===== src/rtl/frame_writer.sv =====
// Packs raster-order palette indices into 128-bit words and writes them to the back framebuffer.
// Optional FRAME_WRITER_TRANSPARENT_EN adds sdram_be byte enables and skips all-zero words.
module frame_writer #(
  parameter logic [21:0] ADDR1   = 22'h100000,
  parameter logic [21:0] ADDR2   = 22'h200000,
  parameter int          H_WORDS = 40,
  parameter int          V_LINES = 480
) (
  input  logic         clock,
  input  logic         reset,
  input  logic         pix_valid,
  output logic         pix_ready,
  input  logic [7:0]   pix_index,
  input  logic         pix_sof,
  input  logic         frame_flip,
  input  logic         rd_busy,
  input  logic         sdram_Wait,
  output logic         sdram_wr,
  output logic [21:0]  sdram_addr,
  output logic [127:0] sdram_wdata,
  input  logic         sdram_ac,
  output logic         busy,
  output logic         frame_done
`ifdef FRAME_WRITER_TRANSPARENT_EN
  ,
  output logic [15:0]  sdram_be
`endif
);

  typedef enum logic [2:0] {
    IDLE,
    FILL,
    ARB,
    REQ,
    DONE
  } state_t;

  state_t         state_q, state_d;
  logic [3:0]     k_q, k_d;
  logic [5:0]     wx_q, wx_d;
  logic [8:0]     line_q, line_d;
  logic           tgt_q, tgt_d;
  logic [127:0]   data_q, data_d;
  logic           rdy_q, rdy_d;
  logic           accept;
  logic           adv;
  logic [21:0]    off;

  assign accept = pix_valid & rdy_q;

`ifdef FRAME_WRITER_TRANSPARENT_EN
  always_comb begin
    sdram_be = '0;
    for (int b = 0; b < 16; b++) begin
      sdram_be[b] = |data_q[b*8 +: 8];
    end
  end
`endif

  always_comb begin
    state_d = state_q;
    k_d     = k_q;
    wx_d    = wx_q;
    line_d  = line_q;
    tgt_d   = tgt_q;
    data_d  = data_q;
    adv     = 1'b0;
    unique case (state_q)
      IDLE: begin
        if (accept && pix_sof) begin
          tgt_d       = frame_flip;
          data_d[7:0] = pix_index;
          k_d         = 4'd1;
          wx_d        = '0;
          line_d      = '0;
          state_d     = FILL;
        end
      end
      FILL: begin
        if (accept && pix_sof) begin
          // restart the frame; the partial word is simply overwritten
          tgt_d       = frame_flip;
          data_d[7:0] = pix_index;
          k_d         = 4'd1;
          wx_d        = '0;
          line_d      = '0;
        end else if (accept) begin
          data_d[{k_q, 3'b000} +: 8] = pix_index;
          k_d = k_q + 4'd1;
          if (k_q == 4'd15) state_d = ARB;
        end
      end
      ARB: begin
`ifdef FRAME_WRITER_TRANSPARENT_EN
        if (sdram_be == 16'h0) adv = 1'b1;
        else if (!rd_busy && !sdram_Wait) state_d = REQ;
`else
        if (!rd_busy && !sdram_Wait) state_d = REQ;
`endif
      end
      REQ: begin
        if (sdram_ac) adv = 1'b1;
      end
      DONE: state_d = IDLE;
      default: state_d = IDLE;
    endcase
    if (adv) begin
      state_d = FILL;
      if (wx_q == 6'(H_WORDS - 1)) begin
        wx_d = '0;
        if (line_q == 9'(V_LINES - 1)) state_d = DONE;
        else line_d = line_q + 9'd1;
      end else begin
        wx_d = wx_q + 6'd1;
      end
    end
    rdy_d = (state_d == IDLE) || (state_d == FILL);
  end

  always_ff @(posedge clock or posedge reset) begin
    if (reset) begin
      state_q <= IDLE;
      k_q     <= '0;
      wx_q    <= '0;
      line_q  <= '0;
      tgt_q   <= 1'b0;
      data_q  <= '0;
      rdy_q   <= 1'b0;
    end else begin
      state_q <= state_d;
      k_q     <= k_d;
      wx_q    <= wx_d;
      line_q  <= line_d;
      tgt_q   <= tgt_d;
      data_q  <= data_d;
      rdy_q   <= rdy_d;
    end
  end

  assign off = 22'(wx_q) + 22'(line_q) * 22'(H_WORDS);

  assign pix_ready   = rdy_q;
  assign sdram_wr    = (state_q == REQ);
  assign sdram_addr  = (state_q == REQ) ? off + (tgt_q ? ADDR2 : ADDR1) : '0;
  assign sdram_wdata = data_q;
  assign busy        = (state_q != IDLE);
  assign frame_done  = (state_q == DONE);

endmodule


===== config.mk =====
export PLATFORM = sky130hd
export DESIGN_NAME = frame_writer
export DESIGN_NICKNAME = d
export VERILOG_FILES = /design/src/rtl/frame_writer.sv
export SDC_FILE = /design/constraint.sdc
export NUM_CORES = 1
export LEC_CHECK = 0
export BUFFER_PORTS_ARGS = -buffer_cell sky130_fd_sc_hd__buf_4
export CAP_MARGIN = 20
export CORE_UTILIZATION = 55
export CTS_CLUSTER_DIAMETER = 80
export CTS_CLUSTER_SIZE = 30
export DETAILED_ROUTE_END_ITERATION = 6
export PLACE_DENSITY = 0.81
export SLEW_MARGIN = 15
export SYNTH_ARGS = -nofsm -noshare
export SYNTH_HDL_FRONTEND = slang
export SYNTH_SLANG_ARGS = --single-unit
export TNS_END_PERCENT = 10

===== constraint.sdc =====
create_clock -name clock -period 5 [get_ports clock]
set_clock_uncertainty 0.2 [all_clocks]
set_input_delay 0 -clock clock [delete_from_list [all_inputs] [get_ports clock]]
set_output_delay 0 -clock clock [all_outputs]
set_load 0.02 [all_outputs]

After elaboration in Yosys (flattened, before gate mapping). Cells that the tools add are included.

Register bits: 152. Input port bits: 16. Output and inout bits: 154.

$add $sub $neg: 6. Multiply operators: 1. Equality and inequality tests: 10. Shift operators: 2. Mux-type cells: 31. Bitwise logic cells: 2. Reduce and logical (&&, ||, !) cells: 16.

Operator list (number): 128-bit bitwise mux (1); 8-bit by 9-bit variable shift with 128-bit output (first input constant) (1); 8-bit by 9-bit indexed part select with 128-bit output (1); 9-bit two-way mux (5); 22-bit two-way mux (2); 3-bit two-way mux (8); 6-bit two-way mux (4); 8-bit two-way mux (3); 16-bit by 22-bit adder with 22-bit output (1); 6-bit by 15-bit adder with 16-bit output (1); 8-bit one-hot mux with 2 select lines (1); 9-bit by 3-bit multiplier with 12-bit output (second input constant) (1); 4-bit two-way mux (3); 3-bit one-hot mux with 4 select lines (1); 9-bit by 1-bit adder with 9-bit output (second input constant) (1); 9-bit equality test (second input constant) (1); 7-bit negator with 9-bit output (1); 4-bit one-hot mux with 2 select lines (1); 6-bit by 1-bit adder with 6-bit output (second input constant) (1); 3-bit by 1-bit equality test with 1-bit output (second input constant) (2); 3-bit by 2-bit equality test with 1-bit output (second input constant) (2); 6-bit equality test (second input constant) (1); 3-bit logical NOT (2); 3-bit AND reduction (2); 15 further kinds (21).

Longest topological paths before layout. Gate-level depths: netlist of run 1.

Depth after elaboration: 8. Depth in mapped cells: 10. Gate-level depth less buffers: 8.

Worst setup path after synthesis of run 1. OpenSTA, ideal clock, no wires.

Path type: register -> output. Start point: register line_q[1]. End point: output port sdram_addr[13]. Data arrival time: 2.918 ns. Data required time: 4.800 ns. Slack: 1.882 ns. Stages on the path, launching flop included: 9. Cells stage by stage: dfrtp_1 -> ha_1 -> ha_1 -> fa_1 -> xor2_1 -> nand4_1 -> or3_1 -> a2111oi_2 -> mux2i_1.

Word-level cells in the longest chain between the ends: 4.

Ends and longest elaborated chain: from (decl) (line 41) `logic [8:0] line_q, line_d;`; from (signal assigned) (line 133) `line_q <= line_d;`; 9-bit by 3-bit multiplier with 12-bit output (line 140) `assign off = 22'(wx_q) + 22'(line_q) * 22'(H_WORDS);`; 6-bit by 15-bit adder with 16-bit output (line 140); 16-bit by 22-bit adder with 22-bit output (line 144) `assign sdram_addr = (state_q == REQ) ? off + (tgt_q ? ADDR2 : ADDR1) : '0;`; 22-bit two-way mux (line 144); to (decl) (line 19) `output logic [21:0] sdram_addr,`.

No other way between the ends.

Final worst setup path of run 1. Same ends and word-level chain as after synthesis.

==> flow_metrics.tcl, run 1 <==
set metrics [dict create \
    status "finished, final reports clean" \
    final_max_slew_viol_count 0 \
    ff_latch_area_mm2 0.00380 \
    nets 802 \
    grt_usage_pct 27.3 \
    clock.fmax_mhz 269 \
    gr-total-overflow 0 \
    antenna_found_initial 0 \
    dp_hpwl_mm 12.9 \
    post-route-util_pct 71.5 \
    grt_pass1_wl_mm 30.2 \
    synth_top_family_by_area "multiplexers" \
    syn_inst 590 \
    synth_cell_type_count 73 \
    worstSetupPathType "reg2out" \
    power_density_mw_per_mm2 409 \
    core_mm2 0.0135 \
    grt_pass1_vias 5592 \
    cp_max_fo 7 \
    io_buffers 164 \
    worstPathRequired_ns 4.80 \
    dieWidth_um 120 \
    busiest_layer "met2" \
    place_area_mm2 0.00885 \
    synth-simple-area-share_pct 12.6 \
    final_area_mm2 0.00962 \
    combPwrFrac_pct 26.6 \
    critical_path.max_stage_delay_ns 0.47 \
    setup_ws_ns 1.28 \
    syn_avg_cell_area_um2 13.0 \
    final_cell_mix "buf_4, dfrtp_1, mux2_2" \
    period_share_pct 74.4 \
    ir_drop_v 0.000232 \
    fin_cells 949 \
    worst_slew_margin_rel_pct 37.3 \
    internal-power_mw 2.74 \
    grt_max_degree 90 \
    yosysSeqAreaShare_pct 49.5 \
    dp_slack_ns 1.74 \
    gr-usage-met2_pct 45.8 \
    antennaDiodeCount 0 \
    cts.sinks 152 \
    multi_input_area_mm2 0.00355 \
    p_seq_share_pct 40.2 \
    switching_share_pct 30.4 \
    clock-root-buffer "clkbuf_16" \
    power_leakage_nw 4.91 \
    synthAdderAreaFrac_pct 4.26 \
    ios 170 \
    clkPwrFrac_pct 33.1 \
    crit_top_cell "ha_1" \
    final.fill_count 943 \
    syn_area_mm2 0.00769 \
    dieArea_mm2 0.0145 \
    p_sw_mw 1.19 \
    async_reset_ff_share_pct 100 \
    cts_made_buffers 17 \
    cts.repair.resized 0 \
    ys_seq_elements 152 \
    routed_wl_mm 19.1 \
    drive_above_1_share_pct 44.5 \
    fin_tns_setup_ns 0 \
    grt_setup_unrepaired "false" \
    final-hold-violation-count 0 \
    synth_compound_area_share_pct 7.19 \
    path_clk_slew_ns 0.06 \
    crit_path_cell_trace "ha_1 -> ha_1 -> fa_1 -> xor2_1 -> nand4_1 -> or3_1 -> a2111oi_2 -> mux2i_1 -> buf_4" \
    fp.dieH_um 120 \
    area_delta_synth_final_pct 25.1 \
    rows 42 \
    htree_levels 4 \
    drt_iter0_markers 264 \
    slowest_stage "dfrtp_1" \
    dr.pass1.iters 5 \
    cts_tree "yes" \
    layout_commonest_cell "buf_4" \
    clockBufferDepth 2 \
    clkLatencyLatePin_ns 0.42 \
    start_kind "flop" \
    initial_utilization_pct 57.2 \
    place_congestion 0.864 \
    cp-end-kind "output pin" \
    drc 0 \
    post_drt_wl_per_cell_um 20.1 \
    use_met3_pct 6.13 \
    met1_usage_pct 35.0 \
    ant_nets 0 \
    fin_crit_ns 3.72 \
    yosys_warnings 0 \
    critPathArrivalTime_ns 3.52 \
    min_path_type "in2async" \
    synth_xor_area_share_pct 1.14 \
    muxShareOfSynthArea_pct 20.7 \
    synth_flop_cell "dfrtp_1" \
    worst_pin_slew_ns 0.933 \
    setup_viol 0 \
    num_vias 5461 \
    cap_viol_max_count 0 \
    synth_edf_count 0 \
    dp.cells 901 \
    avgViaCountPerCell 5.75 \
]
final cells by class:
type	count	share of cell area, %
Sequential cell	152	39.6
Multi-Input combinational cell	399	36.9
Timing Repair Buffer	182	14.7
Clock buffer	21	4.68
Tap cell	176	2.29
Clock inverter	10	1.52
Inverter	9	0.403
through the flow:
step                power (mW)  hold WS (ns)
finish                    3.93         0.106
global placement          2.58      -0.00641
CTS                       3.94         0.140
detailed placement        2.63      -0.00116
global route              4.07         0.163
floorplan                 2.20       -0.0946
sequential cells by signal, indices dropped and copies added (netlist names):
signal and count:
sdram_wdata 128, line_q 9, wx_q 6, k_q 4, state_q 3, pix_ready 1, tgt_q 1
cell usage after synthesis (all sizes together) (2+ instances only):
library cell,n,area (um^2)
a211oi,6,45.0
a21boi,2,15.0
a21o,7,52.6
a21oi,12,60.1
a22o,2,18.8
and2,21,143
and3,16,131
and3b,2,17.5
buf,19,221
clkbuf,9,45.0
dfrtp,152,3800
dlygate4sd1,6,52.6
fa,2,40.0
ha,23,288
inv,9,33.8
mux2,122,1550
mux2i,4,40.0
nand2,35,156
nand2b,2,12.5
nand3,11,92.6
nand3b,2,15.0
nand4,6,37.5
nand4b,2,17.5
nor2,21,78.8
nor2b,4,25.0
nor3,7,35.0
nor3b,5,37.5
nor4,3,33.8
nor4b,2,17.5
o211ai,6,45.0
o21ai,21,105
o31ai,11,82.6
or3,8,51.3
xnor2,6,52.6
xor2,4,35.0
layer usage:
layer,share of wire [%],up-vias
met4,2.0,0
met1,42,2780
met2,50,196
li1,-,2452
met5,0,-
met3,5.3,33
power groups by stage:
| stage | sequential [mW] | combinational (mW) | clock, mW |
|---|---|---|---|
| 2_1_floorplan | 1.80 | 0.395 | 0 |
| 3_3_place_gp | 1.58 | 1.01 | 0 |
| 3_5_place_dp | 1.59 | 1.03 | 0 |
| 4_1_cts | 1.58 | 1.05 | 1.31 |
| 5_1_grt | 1.60 | 1.10 | 1.37 |
| 6_report | 1.58 | 1.05 | 1.30 |
timing repair:
action / in CTS / in global routing
hold buffers: 17 / 0
setup buffers: 0 / 0
hold endpoints to repair: 218 / 0
kinds of logic (layout without fill, tap and decap cells):
group	count (synthesis)	after routing
DFF	152	152
and+or+nand+nor	152	152
buffers and inverters	43	222
muxes	126	126
adders and majority gates	25	25
AOI/OAI and AO/OA	81	81
other	1	5
xor gates and xnor gates	10	10
worst paths after layout:
check                                startpoint         endpoint  cells after the start  slack, ns
worst max-delay path                  line_q[1]   sdram_addr[13]                      9       1.28
worst min-delay path                      reset  sdram_wdata[33]                      3       0.11
worst max register to register           k_q[0]  sdram_wdata[54]                      5       1.73
worst min register to register  sdram_wdata[56]  sdram_wdata[56]                      2       0.29
max in group asynchronous                 reset  sdram_wdata[42]                      4       3.16
min in group clock                     sdram_ac       state_q[1]                      3       0.18
critical path, delay by kind of cell (launching register included):
family,cells,cell delay (ns)
AO/OA/AOI/OAI,1,0.40
XOR/XNOR,1,0.25
adder cells (fa/ha/maj),3,1.01
buffers and inverters,1,0.16
flip-flops,1,0.47
multiplexers,1,0.23
AND/OR/NAND/NOR,2,0.58
No activity file was read; power rests on OpenSTA's default activity.
==> run 2: changes to the inputs <==
clock period = 3.6 ns   (was 5 ns; I/O delays follow)
==> run 2 against run 1 <==
Effect of this change:
- die area stayed put
- setup slack worse by 1.2 ns
- sequential power rose by 39%
- combinational power is 39% higher
- wire length decreased by 1.5%
- flip-flop and latch count unchanged
==> flow_metrics.tcl, run 2 (synthesis results as in run 1) <==
set metrics [dict create \
    ir_drop_v 0.000337 \
    min_path_type "in2reg" \
    cp_max_fo 8 \
    multi_input_area_mm2 0.00360 \
    nets 810 \
    dp_hpwl_mm 12.8 \
    layout_commonest_cell "buf_4" \
    fp.dieH_um 120 \
    clkLatencyLatePin_ns 0.42 \
    area_delta_synth_final_pct 27.5 \
    worstSetupPathType "reg2out" \
    antenna_found_initial 0 \
    clock-root-buffer "clkbuf_16" \
    clock.fmax_mhz 287 \
    setup_ws_ns 0.117 \
    worstPathRequired_ns 3.40 \
    cts_made_buffers 17 \
    drive_above_1_share_pct 46.0 \
    drt_iter0_markers 357 \
    final_cell_mix "buf_4, dfrtp_1, mux2_2" \
    busiest_layer "met2" \
    largest_reg_flops 128 \
    final_area_mm2 0.00980 \
    place_congestion 0.851 \
    avgViaCountPerCell 5.83 \
    dr.pass1.iters 5 \
    start_kind "flop" \
    routed_wl_mm 18.8 \
    htree_levels 4 \
    final-hold-violation-count 0 \
    worst-path-buf-inv 2 \
    grt_usage_pct 27.2 \
    clockBufferDepth 2 \
    dieWidth_um 120 \
    initial_utilization_pct 57.2 \
    final_max_slew_viol_count 0 \
    post_drt_wl_per_cell_um 19.6 \
    cts_tree "yes" \
    cp_top_family "simple AND/OR/NAND/NOR gates" \
    period_share_pct 96.7 \
    grt_pass1_vias 5712 \
    drc 0 \
    dieArea_mm2 0.0145 \
    num_vias 5583 \
    ant_nets 0 \
    gr-usage-met2_pct 44.3 \
    rows 42 \
    cts.sinks 152 \
    gr-total-overflow 0 \
    ios 170 \
    ff_latch_area_mm2 0.00381 \
    place_area_mm2 0.00888 \
    fin_crit_ns 3.48 \
    slowest_stage "fa_2" \
    status "finished, final reports clean" \
    path_clk_slew_ns 0.06 \
    dp_slack_ns 0.345 \
    grt_max_degree 81 \
    met1_usage_pct 35.9 \
    cap_viol_max_count 0 \
    worst_slew_margin_rel_pct 41.2 \
    core_mm2 0.0135 \
    use_met3_pct 5.80 \
    critical_path.max_stage_delay_ns 0.61 \
    final.fill_count 914 \
    setup_viol 0 \
    antennaDiodeCount 0 \
    crit_path_cell_trace "ha_1 -> fa_2 -> inv_1 -> or4b_4 -> nor4_4 -> nand4_1 -> a21oi_1 -> buf_4" \
    grt_pass1_wl_mm 30.2 \
    critPathArrivalTime_ns 3.28 \
    power_leakage_nw 4.95 \
    power_density_mw_per_mm2 566 \
    io_buffers 164 \
    worst_pin_slew_ns 0.875 \
    cp-end-kind "output pin" \
]
[run 2: cell count changes in the layout (fill, tap and decap cells not counted), moves of 3 or more]
| cell | previous run | this run |
|---|---|---|
| clkinv_4 | 4 | 0 |
| dlygate4sd3_1 | 17 | 20 |
| buf_4 | 165 | 168 |
| clkinvlp_4 | 1 | 5 |
[run 2: what timing repair did]
item                       CTS  global route
hold endpoints to repair   177            16
resized for setup            4             6
hold buffers                19             1
pin swaps                    0             4
setup endpoints to repair    3             3
buffers inserted             0             1
[run 2: path summary, 6_finish.rpt]
kind	startpoint	to	slack, ns	depth (start not counted)
worst min register to register	sdram_wdata[52]	sdram_wdata[52]	0.29	1
worst min-delay path	sdram_ac	state_q[1]	0.17	3
max in group asynchronous	reset	sdram_wdata[14]	1.67	6
worst max register to register	k_q[0]	sdram_wdata[66]	0.69	5
min in group asynchronous	reset	sdram_wdata[85]	0.52	4
worst max-delay path	line_q[2]	sdram_addr[12]	0.12	8
[run 2: report_power, final]
| part | internal, mW | total [mW] | switching [mW] |
|---|---|---|---|
| combinational | 0.710 | 1.46 | 0.754 |
| sequential | 1.99 | 2.19 | 0.196 |
| clock | 1.19 | 1.90 | 0.712 |
| total | 3.89 | 5.55 | 1.66 |
[run 2: layout make-up]
type                       instances  area share, %
sequential                       152           38.8
tap                              176           2.25
inverter                           9          0.383
multi-input combinational        399           36.8
clock inverter                    13           1.94
timing repair buffer             190           15.3
clock buffer                      19           4.52
[run 2: worst register-to-register path, delay by kind of cell, from the launching register on]
family,cells,cell delay [ns]
buf+inv,1,0.16
mux,1,0.35
simple gates,2,0.97
fa+ha+maj,1,0.47
flops,1,0.64
[run 2: per-layer routing]
layer / part of all wire [%] / routed length, um / vias up
li1: - / - / 2492
met1: 42 / 7970 / 2838
met2: 50 / 9310 / 223
met3: 6.0 / 1120 / 30
met4: 1.9 / 362 / 0
met5: 0 / 0 / -
[run 2: stage by stage]
step,cells,hold slack (ns),TNS [ns],utilization (%),power (mW)
floorplan,594,-0.0946,0,-,3.05
global placement,904,-0.00596,0,66.0,3.59
detailed placement,904,-0.00480,0,66.0,3.66
CTS,955,0.158,0,72.3,5.57
global route,958,0.168,-0.0144,72.9,5.76
finish,958,0.166,0,72.9,5.55
